--- src/rtl/mem_arb_pkg.sv ---
// Shared types for the unified-memory arbiter: FSM states, requester ids and reset grant.
package mem_arb_pkg;

  typedef enum logic [1:0] {
    StIdle = 2'd0,
    StBusy = 2'd1,
    StResp = 2'd2
  } arb_state_e;

  typedef enum logic {
    ReqIf = 1'b0,
    ReqD  = 1'b1
  } req_id_e;

  // Starting with IF as "last granted" lets data win the first tie.
  localparam req_id_e LastGrantRst = ReqIf;

endpackage

--- src/rtl/mem_arb_timer.sv ---
// Saturating BUSY-cycle counter; expired_o flags the final allowed wait cycle.
module mem_arb_timer #(
  parameter int unsigned TIMEOUT = 16
) (
  input  logic clk_i,
  input  logic rst_i,
  input  logic clr_i,
  input  logic en_i,
  output logic expired_o
);

  localparam int unsigned CntW = $clog2(TIMEOUT);
  localparam logic [CntW-1:0] CntMax = CntW'(TIMEOUT - 1);

  logic [CntW-1:0] cnt_q, cnt_d;

  always_comb begin
    cnt_d = cnt_q;
    if (clr_i) begin
      cnt_d = '0;
    end else if (en_i && (cnt_q != CntMax)) begin
      cnt_d = cnt_q + CntW'(1);
    end
  end

  always_ff @(posedge clk_i) begin
    if (rst_i) begin
      cnt_q <= '0;
    end else begin
      cnt_q <= cnt_d;
    end
  end

  assign expired_o = (cnt_q == CntMax);

endmodule

--- src/rtl/mem_arbiter.sv ---
// Round-robin arbiter sharing one single-port memory between instruction fetch and load/store,
// one transaction at a time, with a ready watchdog and requester stall outputs.
module mem_arbiter
  import mem_arb_pkg::*;
#(
  parameter int unsigned ADDR_W  = 32,
  parameter int unsigned DATA_W  = 32,
  parameter int unsigned TIMEOUT = 16
) (
  input  logic              clk_i,
  input  logic              rst_i,
  input  logic              if_req_i,
  input  logic [ADDR_W-1:0] if_addr_i,
  output logic [DATA_W-1:0] if_rdata_o,
  output logic              if_ack_o,
  output logic              if_stall_o,
  input  logic              d_req_i,
  input  logic              d_we_i,
  input  logic [ADDR_W-1:0] d_addr_i,
  input  logic [DATA_W-1:0] d_wdata_i,
  output logic [DATA_W-1:0] d_rdata_o,
  output logic              d_ack_o,
  output logic              d_stall_o,
  output logic              mem_req_o,
  output logic              mem_we_o,
  output logic [ADDR_W-1:0] mem_addr_o,
  output logic [DATA_W-1:0] mem_wdata_o,
  input  logic [DATA_W-1:0] mem_rdata_i,
  input  logic              mem_ready_i,
  output logic              err_o
);

  arb_state_e        state_q;
  req_id_e           gnt_q, last_q, gnt_d;
  logic              we_q;
  logic [ADDR_W-1:0] addr_q;
  logic [DATA_W-1:0] wdata_q;
  logic [DATA_W-1:0] rdata_q;
  logic              mem_req_q;
  logic              if_ack_q;
  logic              d_ack_q;
  logic              err_q;
  logic              expired;
  logic              any_req;

  assign any_req = if_req_i | d_req_i;

  always_comb begin
    gnt_d = ReqD;
    if (if_req_i && d_req_i) begin
      gnt_d = (last_q == ReqIf) ? ReqD : ReqIf;
    end else if (if_req_i) begin
      gnt_d = ReqIf;
    end
  end

  // Counter sits at zero in IDLE so every access starts with a full budget.
  mem_arb_timer #(
    .TIMEOUT(TIMEOUT)
  ) u_timer (
    .clk_i    (clk_i),
    .rst_i    (rst_i),
    .clr_i    (state_q == StIdle),
    .en_i     ((state_q == StBusy) && !mem_ready_i),
    .expired_o(expired)
  );

  always_ff @(posedge clk_i) begin
    if (rst_i) begin
      state_q   <= StIdle;
      gnt_q     <= ReqIf;
      last_q    <= LastGrantRst;
      we_q      <= 1'b0;
      addr_q    <= '0;
      wdata_q   <= '0;
      rdata_q   <= '0;
      mem_req_q <= 1'b0;
      if_ack_q  <= 1'b0;
      d_ack_q   <= 1'b0;
      err_q     <= 1'b0;
    end else begin
      case (state_q)
        StIdle: begin
          if (any_req) begin
            gnt_q     <= gnt_d;
            last_q    <= gnt_d;
            addr_q    <= (gnt_d == ReqD) ? d_addr_i : if_addr_i;
            we_q      <= (gnt_d == ReqD) && d_we_i;
            wdata_q   <= (gnt_d == ReqD) ? d_wdata_i : '0;
            mem_req_q <= 1'b1;
            state_q   <= StBusy;
          end
        end
        StBusy: begin
          // Ready wins over an expiring watchdog in the same cycle.
          if (mem_ready_i || expired) begin
            rdata_q   <= (mem_ready_i && !we_q) ? mem_rdata_i : '0;
            err_q     <= !mem_ready_i;
            mem_req_q <= 1'b0;
            if_ack_q  <= (gnt_q == ReqIf);
            d_ack_q   <= (gnt_q == ReqD);
            state_q   <= StResp;
          end
        end
        StResp: begin
          if_ack_q <= 1'b0;
          d_ack_q  <= 1'b0;
          err_q    <= 1'b0;
          state_q  <= StIdle;
        end
        default: begin
          state_q <= StIdle;
        end
      endcase
    end
  end

  assign mem_req_o   = mem_req_q;
  assign mem_we_o    = mem_req_q & we_q;
  assign mem_addr_o  = addr_q;
  assign mem_wdata_o = wdata_q;
  assign if_ack_o    = if_ack_q;
  assign d_ack_o     = d_ack_q;
  assign err_o       = err_q;
  assign if_rdata_o  = if_ack_q ? rdata_q : '0;
  assign d_rdata_o   = d_ack_q ? rdata_q : '0;
  assign if_stall_o  = if_req_i & ~if_ack_q;
  assign d_stall_o   = d_req_i & ~d_ack_q;

endmodule
--- config.mk ---
export PLATFORM = sky130hd
export DESIGN_NAME = mem_arbiter
export DESIGN_NICKNAME = d
export VERILOG_FILES = /design/src/rtl/mem_arb_pkg.sv /design/src/rtl/mem_arb_timer.sv /design/src/rtl/mem_arbiter.sv
export SDC_FILE = /design/constraint.sdc
export NUM_CORES = 1
export LEC_CHECK = 0
export BUFFER_PORTS_ARGS = -buffer_cell sky130_fd_sc_hd__buf_4
export CORE_MARGIN = 2
export CORE_UTILIZATION = 32
export DETAILED_ROUTE_END_ITERATION = 10
export GPL_TIMING_DRIVEN = 0
export SLEW_MARGIN = 20
export SYNTH_ARGS = -nofsm -noshare
export SYNTH_HDL_FRONTEND = slang
export SYNTH_SLANG_ARGS = --single-unit
--- constraint.sdc ---
create_clock -name clk_i -period 1.5 [get_ports clk_i]
set_input_delay 0.075 -clock clk_i [delete_from_list [all_inputs] [get_ports clk_i]]
set_output_delay 0.075 -clock clk_i [all_outputs]
set_load 0.01 [all_outputs]
==> impl_metrics.toml, run 1 <==
[synthesis]
yosysTopAreaCell = "dfxtp_1"
synth_ff_type = "dfxtp_1"
netlist.area_leader.share_pct = 41.0
synth_seq_area_share_pct = 41.0
synth_warnings = 0
synth_area_um2 = 5280
syn_avg_cell_area_um2 = 8.46
async_flop_share_pct = 0
synthTopCellsByArea = "dfxtp_1 (41%), o21ai_0 (8.2%), and2_1 (7.7%)"
synth_fp_nets = 759
ys_types = 40
synth_cells = 624
synth_edf_count = 0
synth_seq_cells = 108
synth_most_common_cell = "dfxtp_1"
synth_commonest_cells = "dfxtp_1 (108), o21ai_0 (86), a21oi_1 (70)"

[setup_path]
cp-end-kind = "output port"
startpoint_type = "flop"
worst-path-max-fanout = 10
critPathKind = "reg2out"
crit_required_ns = 1.42
arrival_ns = 1.35

[route]
drc = 0
via_count = 5832
wl_met1_um = 8540
wl_met3_um = 1600
dr_wl_met2_um = 9440
top_layer = "met4"
wl_um = 19800
viasPerCell = 5.06
initialDrtViolationCount = 230
dr.pass1.iters = 4
ant_nets = 0
wl_per_cell_um = 17.2

[clock_tree]
cts_tree = "yes"
insertion_delay_ns = 0.35
cts.path.max_buffers = 2
htreeDepth = 3
cts_root_buffer = "clkbuf_16"
numCtsBuffers = 9
cts_num_sinks = 108
clkTransAtPathRegs_ns = 0.08

[grt]
grt.total_usage_pct = 22.1
grt_start_max_net_pins = 18
grt_first_pass_wirelength_um = 31500
overflow = 0
antenna_found_initial = 0
grt_pass1_vias = 6006

[timing]
timing.setup.tns_ns = 0
fmax_mhz = 702
layout_min_cycle_time_ns = 1.42
finalHoldViolCount = 0
setup_viol = 0
clock_skew_ns = 0.0104
layout_setup_ws_ns = 0.0750
worstMarginPinSlew_ns = 0.684
rsz0062_at_grt = "no"
timing.final.crit_share_pct = 95.0
slew_headroom_pct = 54.4
drv_slew = 0

[placement]
routabilityCongestion = 0.793
hpwl_um = 14900
dp_slack_ns = -0.262
port_buffers = 266

[die]
io_pins = 269
die_y_um = 132
chipWidth_um = 132
dieArea_um2 = 17500
start_util_pct = 33.0
core-area_um2 = 16000
row_count = 46

[outcome]
status = "completed"

[power]
peakVddDrop_mv = 0.586
switching_share_pct = 29.1
pwr-share-seq_pct = 43.9
p_switching_mw = 2.12
p_per_area_nw_per_um2 = 882
p_leak_nw = 3.43
internal_power_mw = 5.17
power_frac_comb_pct = 23.4
p_clk_share_pct = 32.7

[cells_and_area]
antennaDiodeCount = 0
nets = 1067
area_delta_synth_final_pct = 56.7
nFillCells = 1588
drive_gt1_share_pct = 38.0
final_util_pct = 51.7

[hold_path]
worstHoldPathType = "in2reg"

[job]
drv_cap = 0
-- critical path: stages, from the launching register on --
cell and delay (ns):
dfxtp_2 0.43, clkbuf_2 0.22, and2_1 0.21, buf_4 0.14
-- cell families after synthesis --
logic type,count (synthesis),share of synthesized area [%]
AO/OA/AOI/OAI,245,28.8
adder cells (fa/ha/maj),1,0.237
buffers and inverters,80,6.83
flip-flops,108,41.0
multiplexers,1,0.190
AND/OR/NAND/NOR,189,23.0
-- through the flow --
| stage | instances | power, mW | hold WS, ns | area (µm²) |
|---|---|---|---|---|
| 2_1_floorplan | 624 | 4.03 | 0.218 | 5280 |
| 5_1_grt | 1153 | 7.65 | 0.0122 | 8270 |
| 6_report | 1153 | 7.29 | 0.0145 | 8270 |
| 4_1_cts | 1152 | 7.36 | 0.0000969 | 8210 |
| 3_5_place_dp | 1106 | 4.86 | 0.310 | 7550 |
| 3_3_place_gp | 1106 | 4.85 | 0.305 | 7550 |
-- final cells by class --
class	instances	area, µm²	area share [%]
Buffer	78	422	5.10
Clock buffer	12	267	3.22
Clock inverter	4	32.5	0.393
Inverter	2	8.76	0.106
Multi-Input combinational cell	436	2800	33.8
Sequential cell	108	2170	26.2
Tap cell	216	270	3.27
Timing Repair Buffer	297	2300	27.9
-- routing by layer --
layer | vias to the layer above | track usage [%]
met5 | - | 0
met4 | 0 | 6.15
met3 | 17 | 6.48
met2 | 212 | 38.3
met1 | 2671 | 26.5
li1 | 2932 | -
-- sequential cells by signal, summed over array words and instances (netlist names) --
| register | flops |
|---|---|
| mem_req_o | 1 |
| mem_wdata_o | 32 |
| we_q | 1 |
| last_q | 1 |
| if_ack_o | 1 |
| err_o | 1 |
| mem_addr_o | 32 |
| state_q | 2 |
| rdata_q | 32 |
| d_ack_o | 1 |
| u_timer.cnt_q | 4 |
-- placed cells by master (no fill, tap or decap), types with 2 or more instances in the layout --
| master | count |
|---|---|
| o2111ai_1 | 32 |
| nor2_4 | 3 |
| clkbuf_2 | 21 |
| dlygate4sd3_1 | 30 |
| and2_1 | 65 |
| nand3b_1 | 32 |
| nand2b_1 | 35 |
| or3_1 | 2 |
| dfxtp_2 | 7 |
| nand2_1 | 3 |
| clkbuf_8 | 3 |
| clkbuf_1 | 25 |
| clkinvlp_4 | 2 |
| clkinv_4 | 2 |
| dfxtp_1 | 101 |
| clkbuf_16 | 9 |
| nand3_1 | 5 |
| a311oi_1 | 31 |
| a21boi_0 | 2 |
| buf_4 | 273 |
| o21ai_0 | 86 |
| nor3_1 | 3 |
| nor2b_1 | 2 |
| nand4_1 | 32 |
| buf_2 | 16 |
| o211ai_1 | 3 |
| clkbuf_4 | 4 |
| a21oi_1 | 70 |
| o21ai_1 | 13 |
| buf_6 | 6 |
-- power by group through the flow --
stage / sequential (mW) / combinational [mW] / clock (mW)
after global placement: 3.25 / 1.60 / 0
after floorplan: 3.30 / 0.730 / 0
after global routing: 3.22 / 1.87 / 2.57
after CTS: 3.19 / 1.70 / 2.46
final: 3.20 / 1.71 / 2.39
after detailed placement: 3.25 / 1.60 / 0
-- what timing repair did --
item | in CTS | in global routing
hold buffers | 30 | 0
pin swaps | 0 | 5
resized for setup | 32 | 28
hold endpoints to repair | 30 | 0
buffers inserted | 0 | 1
cloned | 0 | 0
endpoints found under the setup margin | 153 | 103
-- path summary, 6_finish.rpt --
kind	start	endpoint	slack (ns)	cells past startpoint
max	if_ack_o$_SDFFE_PP0P_	if_rdata_o[18]	0.08	3
min	mem_rdata_i[1]	rdata_q[1]$_SDFFE_PP0P_	0.01	3
max reg2reg	u_timer.cnt_q[1]$_SDFFE_PP0P_	u_timer.cnt_q[3]$_SDFFE_PP0P_	0.09	4
min reg2reg	mem_wdata_o[13]$_SDFFE_PP0P_	mem_wdata_o[13]$_SDFFE_PP0P_	0.48	2
No activity file was read; power rests on OpenSTA's default activity.
==> run 2: changes to the inputs <==
==> constraint.sdc (replaced) <==
create_clock -name clk_i -period 1.6 [get_ports clk_i]
set_input_delay 0.08 -clock clk_i [delete_from_list [all_inputs] [get_ports clk_i]]
set_output_delay 0.08 -clock clk_i [all_outputs]
set_load 0.01 [all_outputs]
==> run 2 against run 1 <==
Net effect:
- the run now ends with hold timing left
- sequential power down 6.3%
- register-to-register slack is essentially flat
- worst hold slack worse by 0.017 ns
- largest cell class unchanged
- critical path depth did not move
- combinational power decreased by 7%
- die area did not move
- worst setup slack is essentially flat
==> impl_metrics.toml, run 2 (same netlist as run 1, synthesis figures left out) <==
[die]
core-area_um2 = 16000
row_count = 46
start_util_pct = 33.0
chipWidth_um = 132
die_y_um = 132
dieArea_um2 = 17500
io_pins = 269

[cells_and_area]
nets = 1068
area_delta_synth_final_pct = 55.9
final_common_cell = "buf_4"
drive_gt1_share_pct = 36.8
final_cell_mix = "buf_4 (275), dfxtp_1 (106), o21ai_0 (86)"
antennaDiodeCount = 0

[outcome]
violations = "hold timing"
status = "finished, violations left"

[timing]
setup_viol = 0
rsz0062_at_grt = "no"
fmax_mhz = 656
layout_min_cycle_time_ns = 1.52
slew_headroom_pct = 54.4
worstMarginPinSlew_ns = 0.684
timing.final.crit_share_pct = 95.3
clock_skew_ns = 0.00794
drv_slew = 0
hold_slack_ns = -0.00268
finalHoldViolCount = 1

[setup_path]
cp-end-kind = "output port"
critPathKind = "reg2out"
startpoint_type = "flop"
worst-path-max-fanout = 10
crit_required_ns = 1.52
arrival_ns = 1.44

[power]
power.total_mw = 6.82
p_per_area_nw_per_um2 = 829
peakVddDrop_mv = 0.546
p_leak_nw = 3.40

[placement]
routabilityCongestion = 0.793
port_buffers = 266
hpwl_um = 14900

[route]
wl_um = 19800
wl_per_cell_um = 17.1
initialDrtViolationCount = 229
ant_nets = 0
drc = 0
viasPerCell = 5.07
via_count = 5850
dr.pass1.iters = 4

[grt]
grt_first_pass_wirelength_um = 31500
antenna_found_initial = 0
grt.total_usage_pct = 22.0
grt_start_max_net_pins = 18
overflow = 0
grt_pass1_vias = 6005

[hold_path]
worstHoldPathType = "in2reg"

[clock_tree]
numCtsBuffers = 9
cts_root_buffer = "clkbuf_16"
cts_tree = "yes"
insertion_delay_ns = 0.35
cts_num_sinks = 108
clkTransAtPathRegs_ns = 0.08
htreeDepth = 3
cts.path.max_buffers = 2

[job]
drv_cap = 0
## run 2: worst max-delay path: stages (launching register included)
cell,delay (ns)
dfxtp_2,0.43
clkbuf_1,0.28
and2_1,0.24
buf_4,0.14
## run 2: report_power, final
group / internal (mW) / switching (mW) / leakage (nW) / total (mW)
logic: 0.773 / 0.818 / 2.37 / 1.59
registers: 2.87 / 0.126 / 0.885 / 3.00
clock network: 1.19 / 1.04 / 0.141 / 2.23
## run 2: cell type report
cell class	count	area, µm²
Clock buffer	12	267
Tap cell	216	270
Sequential cell	108	2160
Multi-Input combinational cell	436	2790
Inverter	2	11.3
Clock inverter	4	32.5
Fill cell	1595	7770
Timing Repair Buffer	298	2310
Buffer	78	388
## run 2: layer usage
layer  up-vias  track usage, %  share of wire [%]
met4         0            6.15                1.3
met5         -               0                  0
met3        17            6.55                8.1
met2       210            38.3                 47
li1       2936               -                  -
met1      2687            26.4                 43
## run 2: worst paths after layout
kind | from | to | slack [ns] | cells past startpoint
setup / recovery | if_ack_o$_SDFFE_PP0P_ | if_rdata_o[13] | 0.08 | 3
hold / removal | mem_rdata_i[0] | rdata_q[0]$_SDFFE_PP0P_ | -0.003 | 3
setup reg to reg | u_timer.cnt_q[0]$_SDFFE_PP0P_ | u_timer.cnt_q[3]$_SDFFE_PP0P_ | 0.10 | 4
hold reg to reg | mem_wdata_o[13]$_SDFFE_PP0P_ | mem_wdata_o[13]$_SDFFE_PP0P_ | 0.48 | 2
## run 2: metrics by stage
stage	util [%]	setup WS, ns	std cells	TNS (ns)	instance area, µm²
floorplan	-	0.134	624	0	5280
global placement	47.2	-0.151	1106	-4.81	7550
detailed placement	47.2	-0.162	1106	-5.70	7550
CTS	51.0	0.00362	1151	0	8160
global route	51.4	0.00236	1154	0	8230
finish	51.4	0.0750	1154	0	8230
## run 2: timing repair
action / CTS / global route
pin swaps: 0 / 0
endpoints found under the hold margin: 29 / 0
buffers inserted: 0 / 3
gates resized for setup: 11 / 33
hold buffers: 29 / 0
endpoints found under the setup margin: 107 / 88
==> run 3: changes to the inputs <==
--- a/config.mk
+++ b/config.mk
@@ -5,11 +5,13 @@
 export SDC_FILE = /design/constraint.sdc
 export NUM_CORES = 1
 export LEC_CHECK = 0
+export ABC_AREA = 1
 export BUFFER_PORTS_ARGS = -buffer_cell sky130_fd_sc_hd__buf_4
 export CORE_MARGIN = 2
 export CORE_UTILIZATION = 32
 export DETAILED_ROUTE_END_ITERATION = 10
 export GPL_TIMING_DRIVEN = 0
+export PLACE_DENSITY_LB_ADDON = 0.08
 export SLEW_MARGIN = 20
 export SYNTH_ARGS = -nofsm -noshare
 export SYNTH_HDL_FRONTEND = slang
==> constraint.sdc (replaced) <==
create_clock -name clk_i -period 1.3 [get_ports clk_i]
set_input_delay 0.065 -clock clk_i [delete_from_list [all_inputs] [get_ports clk_i]]
set_output_delay 0.065 -clock clk_i [all_outputs]
set_load 0.01 [all_outputs]
==> run 3 against run 2 <==
Net effect:
- combinational power increased by 48%
- largest power group unchanged
- worst hold slack improved by 0.011 ns
- the run ends with setup timing left
- synthesized cell count up 35%
- highest routed layer unchanged
- count of clock-buffer cells in the layout is 2 lower
- clock power up 45%
- non-clock buffer count increased by 20
- synthesized area decreased by 0.14%
==> impl_metrics.toml, run 3 <==
[synthesis]
synth_seq_area_share_pct = 41.0
synth_commonest_cells = "nand2_1 (245), inv_1 (135), nand3_1 (134)"
synth_cells = 844
synth_area_um2 = 5270
yosysTopAreaCell = "dfxtp_1"
async_flop_share_pct = 0
ys_types = 22
synth_most_common_cell = "nand2_1"
synth_ff_type = "dfxtp_1"
synth_fp_nets = 979
netlist.area_leader.share_pct = 41.0
synthTopCellsByArea = "dfxtp_1 (41%), nand2_1 (17%), nand3_1 (13%)"
synth_edf_count = 0
synth_seq_cells = 108
synth_warnings = 0
syn_avg_cell_area_um2 = 6.25

[timing]
layout_setup_ws_ns = -0.0341
clock_skew_ns = 0.00634
slew_headroom_pct = 60.4
worstMarginPinSlew_ns = 0.594
drv_slew = 0
finalHoldViolCount = 0
layout_min_cycle_time_ns = 1.33
setup_viol = 27
timing.final.crit_share_pct = 103
fmax_mhz = 750
rsz0062_at_grt = "yes"

[route]
wl_um = 18300
initialDrtViolationCount = 228
ant_nets = 0
viasPerCell = 4.33
dr.pass1.iters = 4
wl_per_cell_um = 12.9
drc = 0
via_count = 6139

[cells_and_area]
final_cells = 1417
final_cell_mix = "buf_4 (291), nand2_1 (202), inv_1 (134)"
drive_gt1_share_pct = 35.1
antennaDiodeCount = 0
nets = 1331
area_delta_synth_final_pct = 72.8
final_util_pct = 56.9
stdcell_area_um2 = 9110
nFillCells = 1633
final_common_cell = "buf_4"

[die]
chipWidth_um = 132
die_y_um = 132
core-area_um2 = 16000
start_util_pct = 32.9
io_pins = 269
row_count = 46
dieArea_um2 = 17500

[placement]
routabilityCongestion = 0.800
dp_cells = 1326
hpwl_um = 13100
port_buffers = 266
dpl_cell_area_um2 = 7560

[setup_path]
cp-end-kind = "flop"
critPathKind = "reg2reg"
arrival_ns = 1.63
crit_required_ns = 1.60
worst-path-max-fanout = 8
startpoint_type = "flop"

[clock_tree]
cts_num_sinks = 108
clkTransAtPathRegs_ns = 0.07
numCtsBuffers = 9
cts_tree = "yes"
insertion_delay_ns = 0.35
cts.path.max_buffers = 2
cts_root_buffer = "clkbuf_16"
htreeDepth = 3

[grt]
grt.total_usage_pct = 20.4
grt_first_pass_wirelength_um = 29200
antenna_found_initial = 0
overflow = 0
grt_pass1_vias = 5809
grt_start_max_net_pins = 20

[outcome]
violations = "setup timing"
status = "finished, violations left"

[job]
drv_cap = 0

[power]
p_leak_nw = 5.18
p_per_area_nw_per_um2 = 1020
power.total_mw = 9.27
peakVddDrop_mv = 0.707

[hold_path]
worstHoldPathType = "in2reg"
-- run 3: cell count changes after synthesis, moves of 33 or more --
cell | previous run | this run
nor2_1 | 3 | 107
o2111ai_1 | 33 | 0
nand2b_1 | 35 | 0
inv_1 | 1 | 135
and2_1 | 65 | 0
nand3_1 | 5 | 134
nand2_1 | 3 | 245
o21ai_0 | 86 | 2
-- run 3: logic make-up (layout without fill, tap and decap cells) --
logic type / count (synthesis) / in the layout / share of synthesized area, %
AOI/OAI and AO/OA: 43 / 43 / 4.18
xor gates and xnor gates: 1 / 1 / 0.166
buffers and inverters: 195 / 552 / 15.1
and+or+nand+nor: 496 / 496 / 39.3
DFF: 108 / 108 / 41.0
adders and majority gates: 1 / 1 / 0.237
-- run 3: critical path: stages (launching register included) --
cell and delay, ns:
dfxtp_4 0.36, ha_4 0.15, nand3_4 0.08, nand2_4 0.11, nand2_8 0.07, nor2_4 0.13
buf_6 0.14, buf_6 0.13, nand2_2 0.04, nand2_1 0.05
-- run 3: timing repair --
action / in CTS / in global routing
resized for setup: 102 / 56
cloned: 6 / 3
buffers inserted: 16 / 4
pin swaps: 9 / 10
hold buffers: 51 / 0
endpoints found under the hold margin: 51 / 0
setup endpoints to repair: 168 / 139
-- run 3: area by class of cell --
type | instances | area, µm² | area share [%]
timing repair buffer | 344 | 2820 | 30.9
multi-input combinational | 541 | 2500 | 27.5
sequential | 108 | 2190 | 24.0
inverter | 139 | 537 | 5.89
buffer | 52 | 433 | 4.75
tap | 216 | 270 | 2.97
clock buffer | 10 | 239 | 2.62
clock inverter | 6 | 111 | 1.22
timing repair inverter | 1 | 8.76 | 0.0962
-- run 3: metal layers --
layer | up-vias | GRT usage, % | routed length, µm
li1 | 3246 | - | -
met1 | 2668 | 23.7 | 7680
met2 | 197 | 35.6 | 8880
met3 | 28 | 5.42 | 1310
met4 | 0 | 7.77 | 414
met5 | - | 0 | 0
-- run 3: metrics by stage --
step | setup slack, ns | setup TNS (ns) | hold WS [ns]
after floorplan | 0.0275 | 0 | 0.213
after global placement | -0.256 | -17.58 | 0.345
after CTS | -0.0568 | -1.98 | 0.000893
after global routing | -0.113 | -3.85 | 0.0112
final | -0.0341 | -0.558 | 0.00825
after detailed placement | -0.265 | -18.25 | 0.351
-- run 3: report_power, final --
| part | switching (mW) | internal, mW |
|---|---|---|
| sequential | 0.148 | 3.54 |
| combinational | 1.14 | 1.21 |
| clock | 1.29 | 1.94 |
-- run 3: worst paths after layout --
check                           cells after the start  slack [ns]                           from                           end
worst min-delay path                                5       0.008                    d_addr_i[6]    mem_addr_o[6]$_SDFFE_PP0P_
worst min register to register                      2        0.46   mem_wdata_o[30]$_SDFFE_PP0P_  mem_wdata_o[30]$_SDFFE_PP0P_
worst max register to register                      9       -0.03  u_timer.cnt_q[1]$_SDFFE_PP0P_      rdata_q[24]$_SDFFE_PP0P_
worst max-delay path                                9       -0.03  u_timer.cnt_q[1]$_SDFFE_PP0P_      rdata_q[24]$_SDFFE_PP0P_
